File: src/rtl/reg_bank_alloc_arbiter_if.sv
`default_nettype none
// ============================================================================
// reg_bank_alloc_arbiter_if : allocation, free, flush and status bundle
// Rev 1.0
// ============================================================================
interface reg_bank_alloc_arbiter_if #(
   parameter int N_REQ  = 4,
   parameter int DEPTH  = 32,
   parameter int ADDR_W = $clog2(DEPTH)
);
   logic [N_REQ-1:0]  alloc_req;
   logic [N_REQ-1:0]  alloc_gnt;
   logic [ADDR_W-1:0] alloc_addr;
   logic              free_en;
   logic [ADDR_W-1:0] free_addr;
   logic              flush_req;
   logic              flush_done;
   logic              clr_en;
   logic [ADDR_W-1:0] clr_addr;
   logic [ADDR_W:0]   occupancy;
   logic              full;
   logic              empty;
   logic              err_double_free;

   modport master (
      output alloc_req, free_en, free_addr, flush_req,
      input  alloc_gnt, alloc_addr, flush_done, clr_en, clr_addr,
             occupancy, full, empty, err_double_free
   );

   modport slave (
      input  alloc_req, free_en, free_addr, flush_req,
      output alloc_gnt, alloc_addr, flush_done, clr_en, clr_addr,
             occupancy, full, empty, err_double_free
   );
endinterface
`default_nettype wire

File: src/rtl/reg_bank_alloc_arbiter.sv
`default_nettype none
// ============================================================================
// reg_bank_alloc_arbiter : round-robin register allocator with free bypass
//                          and sweeping flush for one register bank
// Rev 1.0
// ============================================================================
module reg_bank_alloc_arbiter #(
   parameter int N_REQ  = 4,
   parameter int DEPTH  = 32,
   parameter int ADDR_W = $clog2(DEPTH)
) (
   input  logic                     clk,
   input  logic                     rst,
   reg_bank_alloc_arbiter_if.slave  bus
);
   localparam int RR_W = (N_REQ > 1) ? $clog2(N_REQ) : 1;

   typedef enum logic [0:0] {
      RUN   = 1'b0,
      FLUSH = 1'b1
   } state_t;

   state_t            r_state;
   logic [DEPTH-1:0]  r_valid;
   logic [RR_W-1:0]   r_rr_ptr;
   logic [ADDR_W:0]   r_occ;
   logic [ADDR_W-1:0] r_sweep;
   logic              r_clr_en;
   logic              r_flush_done;
   logic              r_err;

   logic              w_run_ok;
   logic              w_free_valid;
   logic              w_free_dbl;
   logic [DEPTH-1:0]  w_cand;
   logic [ADDR_W-1:0] w_alloc_addr;
   logic              w_any_free;
   logic [RR_W-1:0]   w_idx;
   logic [RR_W-1:0]   w_gnt_idx;
   logic              w_found;
   logic              w_grant;
   logic [N_REQ-1:0]  w_gnt;

   always_comb begin
      w_run_ok     = (r_state == RUN) && !bus.flush_req;
      w_free_valid = bus.free_en && w_run_ok && r_valid[bus.free_addr];
      w_free_dbl   = bus.free_en && w_run_ok && !r_valid[bus.free_addr];

      // A register released this cycle is immediately reusable.
      w_cand = ~r_valid;
      if (w_free_valid) begin
         w_cand[bus.free_addr] = 1'b1;
      end

      w_alloc_addr = '0;
      w_any_free   = 1'b0;
      for (int j = DEPTH - 1; j >= 0; j--) begin
         if (w_cand[j]) begin
            w_alloc_addr = ADDR_W'(j);
            w_any_free   = 1'b1;
         end
      end

      w_idx     = '0;
      w_gnt_idx = '0;
      w_found   = 1'b0;
      for (int i = 0; i < N_REQ; i++) begin
         w_idx = RR_W'((int'(r_rr_ptr) + i) % N_REQ);
         if (!w_found && bus.alloc_req[w_idx]) begin
            w_found   = 1'b1;
            w_gnt_idx = w_idx;
         end
      end

      w_grant = w_run_ok && w_any_free && w_found;
      w_gnt   = '0;
      if (w_grant) begin
         w_gnt[w_gnt_idx] = 1'b1;
      end
   end

   always_ff @(posedge clk) begin
      if (rst) begin
         r_state      <= RUN;
         r_valid      <= '0;
         r_rr_ptr     <= '0;
         r_occ        <= '0;
         r_sweep      <= '0;
         r_clr_en     <= 1'b0;
         r_flush_done <= 1'b0;
         r_err        <= 1'b0;
      end else begin
         r_flush_done <= 1'b0;
         case (r_state)
            RUN: begin
               if (bus.flush_req) begin
                  r_state  <= FLUSH;
                  r_sweep  <= '0;
                  r_clr_en <= 1'b1;
               end else begin
                  if (w_free_dbl) begin
                     r_err <= 1'b1;
                  end
                  // Grant write follows the free so a same-address hit stays set.
                  if (w_free_valid) begin
                     r_valid[bus.free_addr] <= 1'b0;
                  end
                  if (w_grant) begin
                     r_valid[w_alloc_addr] <= 1'b1;
                     r_rr_ptr <= (w_gnt_idx == RR_W'(N_REQ - 1)) ? '0
                                                                   : w_gnt_idx + RR_W'(1);
                  end
                  case ({w_grant, w_free_valid})
                     2'b10:   r_occ <= r_occ + (ADDR_W+1)'(1);
                     2'b01:   r_occ <= r_occ - (ADDR_W+1)'(1);
                     default: r_occ <= r_occ;
                  endcase
               end
            end
            FLUSH: begin
               r_valid[r_sweep] <= 1'b0;
               r_sweep          <= r_sweep + ADDR_W'(1);
               if (r_sweep == ADDR_W'(DEPTH - 1)) begin
                  r_state      <= RUN;
                  r_occ        <= '0;
                  r_clr_en     <= 1'b0;
                  r_flush_done <= 1'b1;
               end
            end
            default: r_state <= RUN;
         endcase
      end
   end

   assign bus.alloc_gnt       = w_gnt;
   assign bus.alloc_addr      = w_alloc_addr;
   assign bus.clr_en          = r_clr_en;
   assign bus.clr_addr        = r_sweep;
   assign bus.flush_done      = r_flush_done;
   assign bus.occupancy       = r_occ;
   assign bus.full            = (r_occ == (ADDR_W+1)'(DEPTH));
   assign bus.empty           = (r_occ == '0);
   assign bus.err_double_free = r_err;

endmodule
`default_nettype wire

File: src/flat_wrapper.sv
// flat-port wrapper written by rule: the top's interface ports become plain ports
module reg_bank_alloc_arbiter_flat 
#(
   parameter int N_REQ  = 4,
   parameter int DEPTH  = 32,
   parameter int ADDR_W = $clog2(DEPTH)
)
  (clk, rst, bus_alloc_req, bus_free_en, bus_free_addr, bus_flush_req, bus_alloc_gnt, bus_alloc_addr, bus_flush_done, bus_clr_en, bus_clr_addr, bus_occupancy, bus_full, bus_empty, bus_err_double_free);
  reg_bank_alloc_arbiter_if #(.N_REQ(N_REQ), .DEPTH(DEPTH), .ADDR_W(ADDR_W)) bus_i ();
  input  logic clk;
  input  logic rst;
  input wire logic [$bits(bus_i.alloc_req)-1:0] bus_alloc_req;
  input wire logic [$bits(bus_i.free_en)-1:0] bus_free_en;
  input wire logic [$bits(bus_i.free_addr)-1:0] bus_free_addr;
  input wire logic [$bits(bus_i.flush_req)-1:0] bus_flush_req;
  output wire logic [$bits(bus_i.alloc_gnt)-1:0] bus_alloc_gnt;
  output wire logic [$bits(bus_i.alloc_addr)-1:0] bus_alloc_addr;
  output wire logic [$bits(bus_i.flush_done)-1:0] bus_flush_done;
  output wire logic [$bits(bus_i.clr_en)-1:0] bus_clr_en;
  output wire logic [$bits(bus_i.clr_addr)-1:0] bus_clr_addr;
  output wire logic [$bits(bus_i.occupancy)-1:0] bus_occupancy;
  output wire logic [$bits(bus_i.full)-1:0] bus_full;
  output wire logic [$bits(bus_i.empty)-1:0] bus_empty;
  output wire logic [$bits(bus_i.err_double_free)-1:0] bus_err_double_free;
  assign bus_i.alloc_req = bus_alloc_req;
  assign bus_i.free_en = bus_free_en;
  assign bus_i.free_addr = bus_free_addr;
  assign bus_i.flush_req = bus_flush_req;
  assign bus_alloc_gnt = bus_i.alloc_gnt;
  assign bus_alloc_addr = bus_i.alloc_addr;
  assign bus_flush_done = bus_i.flush_done;
  assign bus_clr_en = bus_i.clr_en;
  assign bus_clr_addr = bus_i.clr_addr;
  assign bus_occupancy = bus_i.occupancy;
  assign bus_full = bus_i.full;
  assign bus_empty = bus_i.empty;
  assign bus_err_double_free = bus_i.err_double_free;
  reg_bank_alloc_arbiter #(.N_REQ(N_REQ), .DEPTH(DEPTH), .ADDR_W(ADDR_W)) u_core (.clk(clk), .rst(rst), .bus(bus_i));
endmodule
File: config.mk
export PLATFORM = sky130hd
export DESIGN_NAME = reg_bank_alloc_arbiter_flat
export DESIGN_NICKNAME = d
export VERILOG_FILES = /design/src/rtl/reg_bank_alloc_arbiter_if.sv /design/src/rtl/reg_bank_alloc_arbiter.sv /design/src/flat_wrapper.sv
export SDC_FILE = /design/constraint.sdc
export NUM_CORES = 1
export LEC_CHECK = 0
export ABC_AREA = 1
export CORE_ASPECT_RATIO = 1.25
export CORE_MARGIN = 3
export CORE_UTILIZATION = 47
export CTS_BUF_LIST = sky130_fd_sc_hd__clkbuf_16
export DETAILED_ROUTE_END_ITERATION = 16
export GPL_TIMING_DRIVEN = 0
export PLACE_DENSITY = 0.77
export SLEW_MARGIN = 15
export SYNTH_ARGS = -nofsm -noshare
export SYNTH_HDL_FRONTEND = slang
export SYNTH_SLANG_ARGS = --single-unit
File: constraint.sdc
create_clock -name clk -period 9.05 [get_ports clk]
set_clock_uncertainty 0.15 [all_clocks]
set_input_delay 1.81 -clock clk [delete_from_list [all_inputs] [get_ports clk]]
set_output_delay 1.81 -clock clk [all_outputs]
set_load 0.02 [all_outputs]
* After elaboration in Yosys (flattened, before gate mapping)
Cells that the tools add are included.
** Storage, ports and cells
- Input port bits :: 13
- Register bits :: 49
- Word-level logic and storage cells :: 182
** Cells by class
- Muxes and demuxes :: 113
- Reductions and logical operators :: 24
- Bitwise logic cells :: 9
- Equality and inequality tests :: 9
- $add $sub $neg :: 7
- Order comparisons :: 12
** Operators by type and width (count)
- $mux 32 :: 7
- $mux 5 :: 33
- $not 32->32 :: 3
- $and 32x32->32 :: 2
- $or 32x32->32 :: 2
- $pmux 32 s2 :: 1
- $mux 1 :: 50
- $pmux 6 s2 :: 2
- $lt 5x6->1 const B :: 3
- $demux 1 s5 :: 3
- $ge 5x1->1 const B :: 3
- $lt 2x3->1 const B :: 5
- $logic_and 1x1->1 :: 13
- $mux 6 :: 2
- $mux 2 :: 5
- $pmux 5 s2 :: 1
- $reduce_and 3->1 :: 3
- $bmux 1 s2 :: 4
- $add 6x1->6 const B :: 1
- $eq 6x6->1 const B :: 1
- $logic_not 6->1 :: 1
- $ne 2x2->1 const B :: 3
- $sub 6x1->6 const B :: 1
- $add 5x1->5 const B :: 1
- other kinds (15) :: 24

* Longest topological paths before layout
Gate-level depths: netlist (run 1).
- Depth after elaboration :: 46
- Depth in mapped cells :: 46
- Depth with buffers taken out :: 45

* Least setup slack after synthesis (run 1)
Ideal clock, no wire load.
- Kind :: input port to output port
- From :: input port bus_free_addr[0]
- To :: output port bus_alloc_addr[0]
- Data arrival time :: 4.448 ns
- Slack :: 2.642 ns
- Stages :: 45
- Cells stage by stage :: inv_2 -> buf_2 -> nand2_1 -> nand2_1 -> nand2_1 -> nand2_1 -> nand2_1 -> nand2_1 -> nor2_2 -> nand2_4 -> nand2_4 -> nand2_1 -> nand2_1 -> nand2_1 -> nand2_1 -> nand2_1 -> nand2_1 -> nand2_1 -> (+9 left out) -> nand2_1 -> nand2_1 -> nand2_1 -> nand2_1 -> nand2_1 -> nand2_1 -> nand2_1 -> nand2_1 -> nand2_1 -> nand2_1 -> nand2_1 -> nand2_1 -> nand2_1 -> nand2_1 -> nand2_2 -> nand2_8 -> nand2_4 -> inv_1
** Between the ends
- Word-level cells in the longest chain between the ends :: 38
- Elaborated cells on any way between the ends :: 42
** Ends and longest elaborated chain
- from (decl) :: RTL line flat_wrapper.sv:14 : input wire logic [$bits(bus_i.free_addr)-1:0] bus_free_addr;
- $lt 5x6->1 (implied by the code) / $ge 5x1->1 (equally long branches) :: RTL line reg_bank_alloc_arbiter.sv:52 : w_cand[bus.free_addr] = 1'b1;
- $logic_and 1x1->1 (implied by the code) :: RTL line reg_bank_alloc_arbiter.sv:52
- $mux 1 (implied by the code) :: RTL line reg_bank_alloc_arbiter.sv:52
- $demux 1 s5
- $or 32x32->32 (no line)
- $mux 32 * :: RTL line reg_bank_alloc_arbiter.sv:51 : if (w_free_valid) begin
- $mux 5 (31 in series) :: RTL line reg_bank_alloc_arbiter.sv:58 : if (w_cand[j]) begin
- $mux 5 * :: RTL line reg_bank_alloc_arbiter.sv:58
- to (decl) :: RTL line flat_wrapper.sv:17 : output wire logic [$bits(bus_i.alloc_addr)-1:0] bus_alloc_addr;
Mark *: on every way between the ends. The rest lies on a longest branch, timed or not. The select of a mux whose other input is x is not followed.

* Worst setup path in the final report (run 1)
- From :: input port bus_free_addr[0]
- To :: output port bus_alloc_addr[1]
Same word-level chain as after synthesis.

==> flow_summary_export.csv, run 1 <==
group,metric,value,unit
yosys,async_flop_share,0,
pwr,power,0.6846,mW
finish,stdcell_area,4803,um2
clock_network,ctsLongestPathBuffers,2,
finish,drive_gt1_frac,0.07487,
detailed_routing,wire_per_inst,16.57,um
timing,hold_slack,0.3356,ns
detailed_routing,wl,14.33,mm
detailed_routing,drc,0,
yosys,synth_edf_count,0,
floorplan,io_pins,38,
setup_path,cp_slowest_cell,"clkdlybuf4s50_1",
global_routing,grt_pass1_wl,23.02,mm
floorplan,die_area,9941,um2
yosys,yosysMostFrequentCell,"nand2_1",
timing,worstMarginPinSlew,0.8604,ns
yosys,synth_fp_nets,730,
clock_network,ctsHoldBuffers,0,
detailed_routing,ant_nets,0,
timing,setup_viol_count_final,0,
place,place_area,4641,um2
timing,hold_violations,0,
clock_network,cts_resized,0,
yosys,yosys_most_used_dff,"dfxtp_1",
yosys,syn-cell-area,4124,um2
detailed_routing,drt-initial-drc-count,484,
clock_network,cts_sinks,49,
finish,filler_cell_count,845,
floorplan,start_util,0.4922,
outcome,status,"finished clean",
setup_path,cp-start-kind,"primary input",
global_routing,antenna_found_initial,0,
timing,period_minus_slack,8.645,ns
global_routing,grt_max_degree,15,
clock_network,clk_latency,0.29,ns
place,dp_hpwl,10.73,mm
pwr,p_per_area,142.5,nW/um2
yosys,synth_commonest_cells,"nand2_1, nor2_1, inv_1, a21oi_1, o21ai_0",
finish,layout-area-overhead-vs-synth,16.47,%
clock_network,cts_tree,"yes",
yosys,yosys_register_bits,49,
place,gp_congestion,0.9871,
clock_network,htree_num_levels,2,
setup_path,crit_path_end_kind,"primary output",
global_routing,grt_usage,0.2828,
timing,slew_headroom,0.4243,
pwr,vdd_ir_drop_max,113.2,uV
yosys,avgSynthCellArea,5.866,um2
setup_path,crit_type,"primary input to primary output",
finish,fin_nets,774,
clock_network,cts_buffers,5,
global_routing,gr-total-overflow,0,
yosys,synth_top_area_share,0.2379,
timing,timing.fmax,115.7,MHz
yosys,synth_seq_area_share,0.2379,
place,port_buffers,37,
detailed_routing,vias_per_cell,5.701,
timing,slew_viol_final,0,
floorplan,rows,37,
setup_path,path_max_fanout,10,
yosys,yosysTopAreaCell,"dfxtp_1",
setup_path,cp.arrival,6.69,ns
job,drv_cap,0,
setup_path,crit_top_cell,"nand2_1",
setup_path,cp_num_buf_inv,6,
clock_network,postCtsSetupBuffers,0,
global_routing,first_global_vias,4718,
yosys,synthTopCellsByArea,"dfxtp_1, nand2_1, a21oi_1",
floorplan,coreArea,8379,um2
clock_network,ctsRootBufferMaster,"clkbuf_16",
yosys,syn_inst,703,
finish,n_antenna_cell,0,
setup_path,path_delay_family,"buffers and inverters",
yosys,yosys_warnings,0,
detailed_routing,drt_pass1_iterations,6,
yosys,ys_types,36,
detailed_routing,num_vias,4931,
floorplan,dieHeight,110.7,um
timing,period_share,0.9553,
floorplan,dieWidth,89.78,um
clock_network,path_clk_slew,0.06,ns
worst_hold_path,worstHoldPathType,"flop to flop",
setup_path,max_stage_delay,0.69,ns
pwr,p_leak,2.115,nW
timing,setup_tns,0,ns
setup_path,required,7.09,ns
timing,rsz0062_at_grt,"no",
-- kinds of logic after synthesis --
logic type      after synthesis  synth area share
fa+ha+maj                    14           0.04248
compound gates              168            0.2282
simple gates                349            0.3692
buf+inv                     118            0.1117
flops                        49            0.2379
xor+xnor                      5           0.01062
-- per-layer routing --
| metal | part of all wire | GRT usage | vias to the layer above |
|---|---|---|---|
| li1 | - | - | 2373 |
| met1 | 0.40 | 0.3464 | 2204 |
| met2 | 0.46 | 0.4623 | 295 |
| met3 | 0.093 | 0.06585 | 59 |
| met4 | 0.044 | 0.1452 | 0 |
| met5 | 0 | 0 | - |
-- power by group --
| part | total (mW) | internal, mW | switching (mW) |
|---|---|---|---|
| combinational | 0.230 | 0.0781 | 0.152 |
| clock | 0.214 | 0.129 | 0.0848 |
| sequential | 0.241 | 0.231 | 0.0104 |
| total | 0.685 | 0.438 | 0.247 |
-- registers in the layout, summed over array words and instances (netlist names) --
signal and count:
u_core.bus.flush_done 1, u_core.bus.clr_en 1, u_core.r_valid 32, u_core.bus.clr_addr 5, u_core.r_state 1, u_core.bus.err_double_free 1, u_core.bus.occupancy 6, u_core.r_rr_ptr 2
-- final timing paths --
kind	cells past startpoint	slack (ns)	from	end
hold / removal	1	0.34	u_core.bus.err_double_free	u_core.bus.err_double_free
setup reg to reg	31	3.99	u_core.r_valid[1]	u_core.bus.occupancy[5]
setup / recovery	30	0.40	bus_free_addr[0]	bus_alloc_addr[1]
hold reg to reg	1	0.34	u_core.bus.err_double_free	u_core.bus.err_double_free
-- cell usage in the layout (no fill, tap or decap), drive strengths merged, types with 3 or more instances in the layout --
master | synthesis | layout
dfxtp | 49 | 49
a31oi | 26 | 26
clkbuf | 15 | 20
buf | 9 | 9
nand3 | 28 | 28
a21oi | 79 | 79
nand2 | 199 | 199
clkinv | 3 | 4
o21ai | 51 | 51
xor2 | 3 | 3
inv | 91 | 92
nor4 | 4 | 4
clkdlybuf4s50 | 0 | 37
nand4 | 8 | 8
nor2 | 94 | 94
nor3 | 15 | 15
ha | 14 | 14
o31ai | 5 | 5
-- cell type report --
class	instances	area (um2)	share of cell area
plain buffers	24	107.6	0.02240
clock buffers	5	125.1	0.02605
clock inverters	3	37.54	0.007815
inverters	94	352.8	0.07346
multi-input cells	536	2683	0.5585
flip-flops and latches	49	980.9	0.2042
well taps	117	146.4	0.03048
repair buffers	37	370.4	0.07710
-- stage by stage --
step / utilization / std cells / setup WS, ns
floorplan: - / 703 / 2.642
CTS: 0.5732 / 865 / 0.5574
global route: 0.5732 / 865 / 0.07010
finish: 0.5732 / 865 / 0.4046
detailed placement: 0.5538 / 857 / 0.5914
global placement: 0.5538 / 857 / 0.5869
No activity file was read; power rests on OpenSTA's default activity.
==> run 2, diff against run 1 <==
Settings changed: RECOVER_POWER set to 50.
==> flow_summary_export.csv, run 2 (synthesized netlist as in run 1, its figures left out) <==
group,metric,value,unit
outcome,status,"finished clean",
setup_path,cp-start-kind,"primary input",
place,port_buffers,37,
global_routing,antenna_found_initial,0,
place,preCtsSetupSlack,0.5914,ns
detailed_routing,wl_met3,1.329,mm
global_routing,gr-total-overflow,0,
setup_path,max_stage_delay,0.68,ns
finish,layout_common_cells,"nand2_1, nor2_1, inv_1",
detailed_routing,drt-initial-drc-count,471,
place,dp_hpwl,10.73,mm
setup_path,cp.arrival,6.66,ns
timing,slew_headroom,0.4057,
timing,period_share,0.9523,
clock_network,clk_latency,0.30,ns
timing,hold_violations,0,
place,gp_congestion,0.9871,
clock_network,htree_num_levels,2,
floorplan,die_area,9941,um2
clock_network,ctsRootBufferMaster,"clkbuf_16",
global_routing,grt_pass1_wl,23.02,mm
setup_path,crit_path_end_kind,"primary output",
timing,worstMarginPinSlew,0.8881,ns
finish,filler_cell_count,847,
global_routing,grt_usage,0.2828,
clock_network,ctsLongestPathBuffers,2,
setup_path,required,7.09,ns
finish,regMostFlops,"u_core.r_valid",
timing,setup_tns,0,ns
worst_hold_path,worstHoldPathType,"flop to flop",
clock_network,postCtsSetupBuffers,0,
floorplan,coreArea,8379,um2
detailed_routing,wire_per_inst,16.60,um
finish,multi_input_area,2674,um2
detailed_routing,num_vias,4947,
global_routing,grt_max_degree,15,
pwr,p_per_area,142.8,nW/um2
timing,period_minus_slack,8.618,ns
global_routing,first_global_vias,4718,
setup_path,path_max_fanout,10,
floorplan,rows,37,
floorplan,io_pins,38,
setup_path,crit_type,"primary input to primary output",
detailed_routing,ant_nets,0,
detailed_routing,vias_per_cell,5.719,
finish,n_antenna_cell,0,
finish,drive_gt1_frac,0.06952,
clock_network,path_clk_slew,0.07,ns
detailed_routing,drc,0,
timing,rsz0062_at_grt,"no",
pwr,p_leak,2.155,nW
clock_network,cts_sinks,49,
detailed_routing,wl_met2,6.529,mm
job,drv_cap,0,
timing,setup_viol_count_final,0,
floorplan,start_util,0.4922,
pwr,power,0.6843,mW
floorplan,dieWidth,89.78,um
timing,worst_slack,0.4318,ns
finish,final_common_cell,"nand2_1",
detailed_routing,wl_met1,5.818,mm
finish,largest_reg_flops,32,
finish,stdcell_area,4792,um2
floorplan,dieHeight,110.7,um
clock_network,cts_resized,0,
clock_network,cts_buffers,5,
detailed_routing,drt_pass1_iterations,6,
timing,hold_slack,0.3296,ns
detailed_routing,top_layer,"met4",
pwr,vdd_ir_drop_max,112.1,uV
setup_path,crit_top_cell,"nand2_1",
timing,slew_viol_final,0,
place,place_area,4641,um2
timing,timing.fmax,116.0,MHz
detailed_routing,wl,14.36,mm
clock_network,cts_tree,"yes",
finish,layout-area-overhead-vs-synth,16.20,%
finish,ff_latch_area,980.9,um2
setup_path,cp_slowest_cell,"clkdlybuf4s50_1",
clock_network,ctsHoldBuffers,0,
finish,fin_nets,774,
==> run 2: cell count changes in the layout (fill, tap and decap cells not counted) <==
cell             change
nor4_2               -1
buf_2                -2
dlygate4sd3_1       +19
nand2_1              +1
nor4_1               +1
nand2_2              -1
clkdlybuf4s50_1     -19
clkbuf_1             +2
==> run 2: critical path, delay by kind of cell <==
family / cells / cell delay, ns
buffers and inverters: 6 / 2.26
AO/OA/AOI/OAI: 3 / 0.57
AND/OR/NAND/NOR: 21 / 2.01
==> run 2: routing by layer <==
metal | track usage | vias to the layer above
li1 | - | 2372
met1 | 0.3464 | 2227
met2 | 0.4623 | 287
met3 | 0.06585 | 61
met4 | 0.1452 | 0
met5 | 0 | -
==> run 2: final cells by class <==
class                      instances  share of cell area
timing repair buffer              37             0.07728
buffer                            24             0.02193
inverter                          94             0.07363
sequential                        49              0.2047
tap                              117             0.03055
multi-input combinational        536              0.5580
clock inverter                     3            0.007833
clock buffer                       5             0.02611
==> run 2: where the power goes <==
group	leakage (nW)	switching (mW)	total, mW	internal [mW]
combinational	1.67	0.152	0.228	0.0766
sequential	0.403	0.0103	0.241	0.231
clock	0.0826	0.0862	0.215	0.129
total	2.15	0.248	0.684	0.436
==> run 2: path summary, 6_finish.rpt <==
kind / start / slack (ns) / endpoint / cells past startpoint
worst max-delay path: bus_free_addr[0] / 0.43 / bus_alloc_addr[1] / 30
worst min-delay path: u_core.bus.err_double_free / 0.33 / u_core.bus.err_double_free / 1
worst max register to register: u_core.r_valid[1] / 3.67 / u_core.bus.occupancy[5] / 31
worst min register to register: u_core.bus.err_double_free / 0.33 / u_core.bus.err_double_free / 1
==> run 2: through the flow <==
stage | utilization | instances
final | 0.5719 | 865
after global routing | 0.5719 | 865
after CTS | 0.5732 | 865
after detailed placement | 0.5538 | 857
after global placement | 0.5538 | 857
after floorplan | - | 703
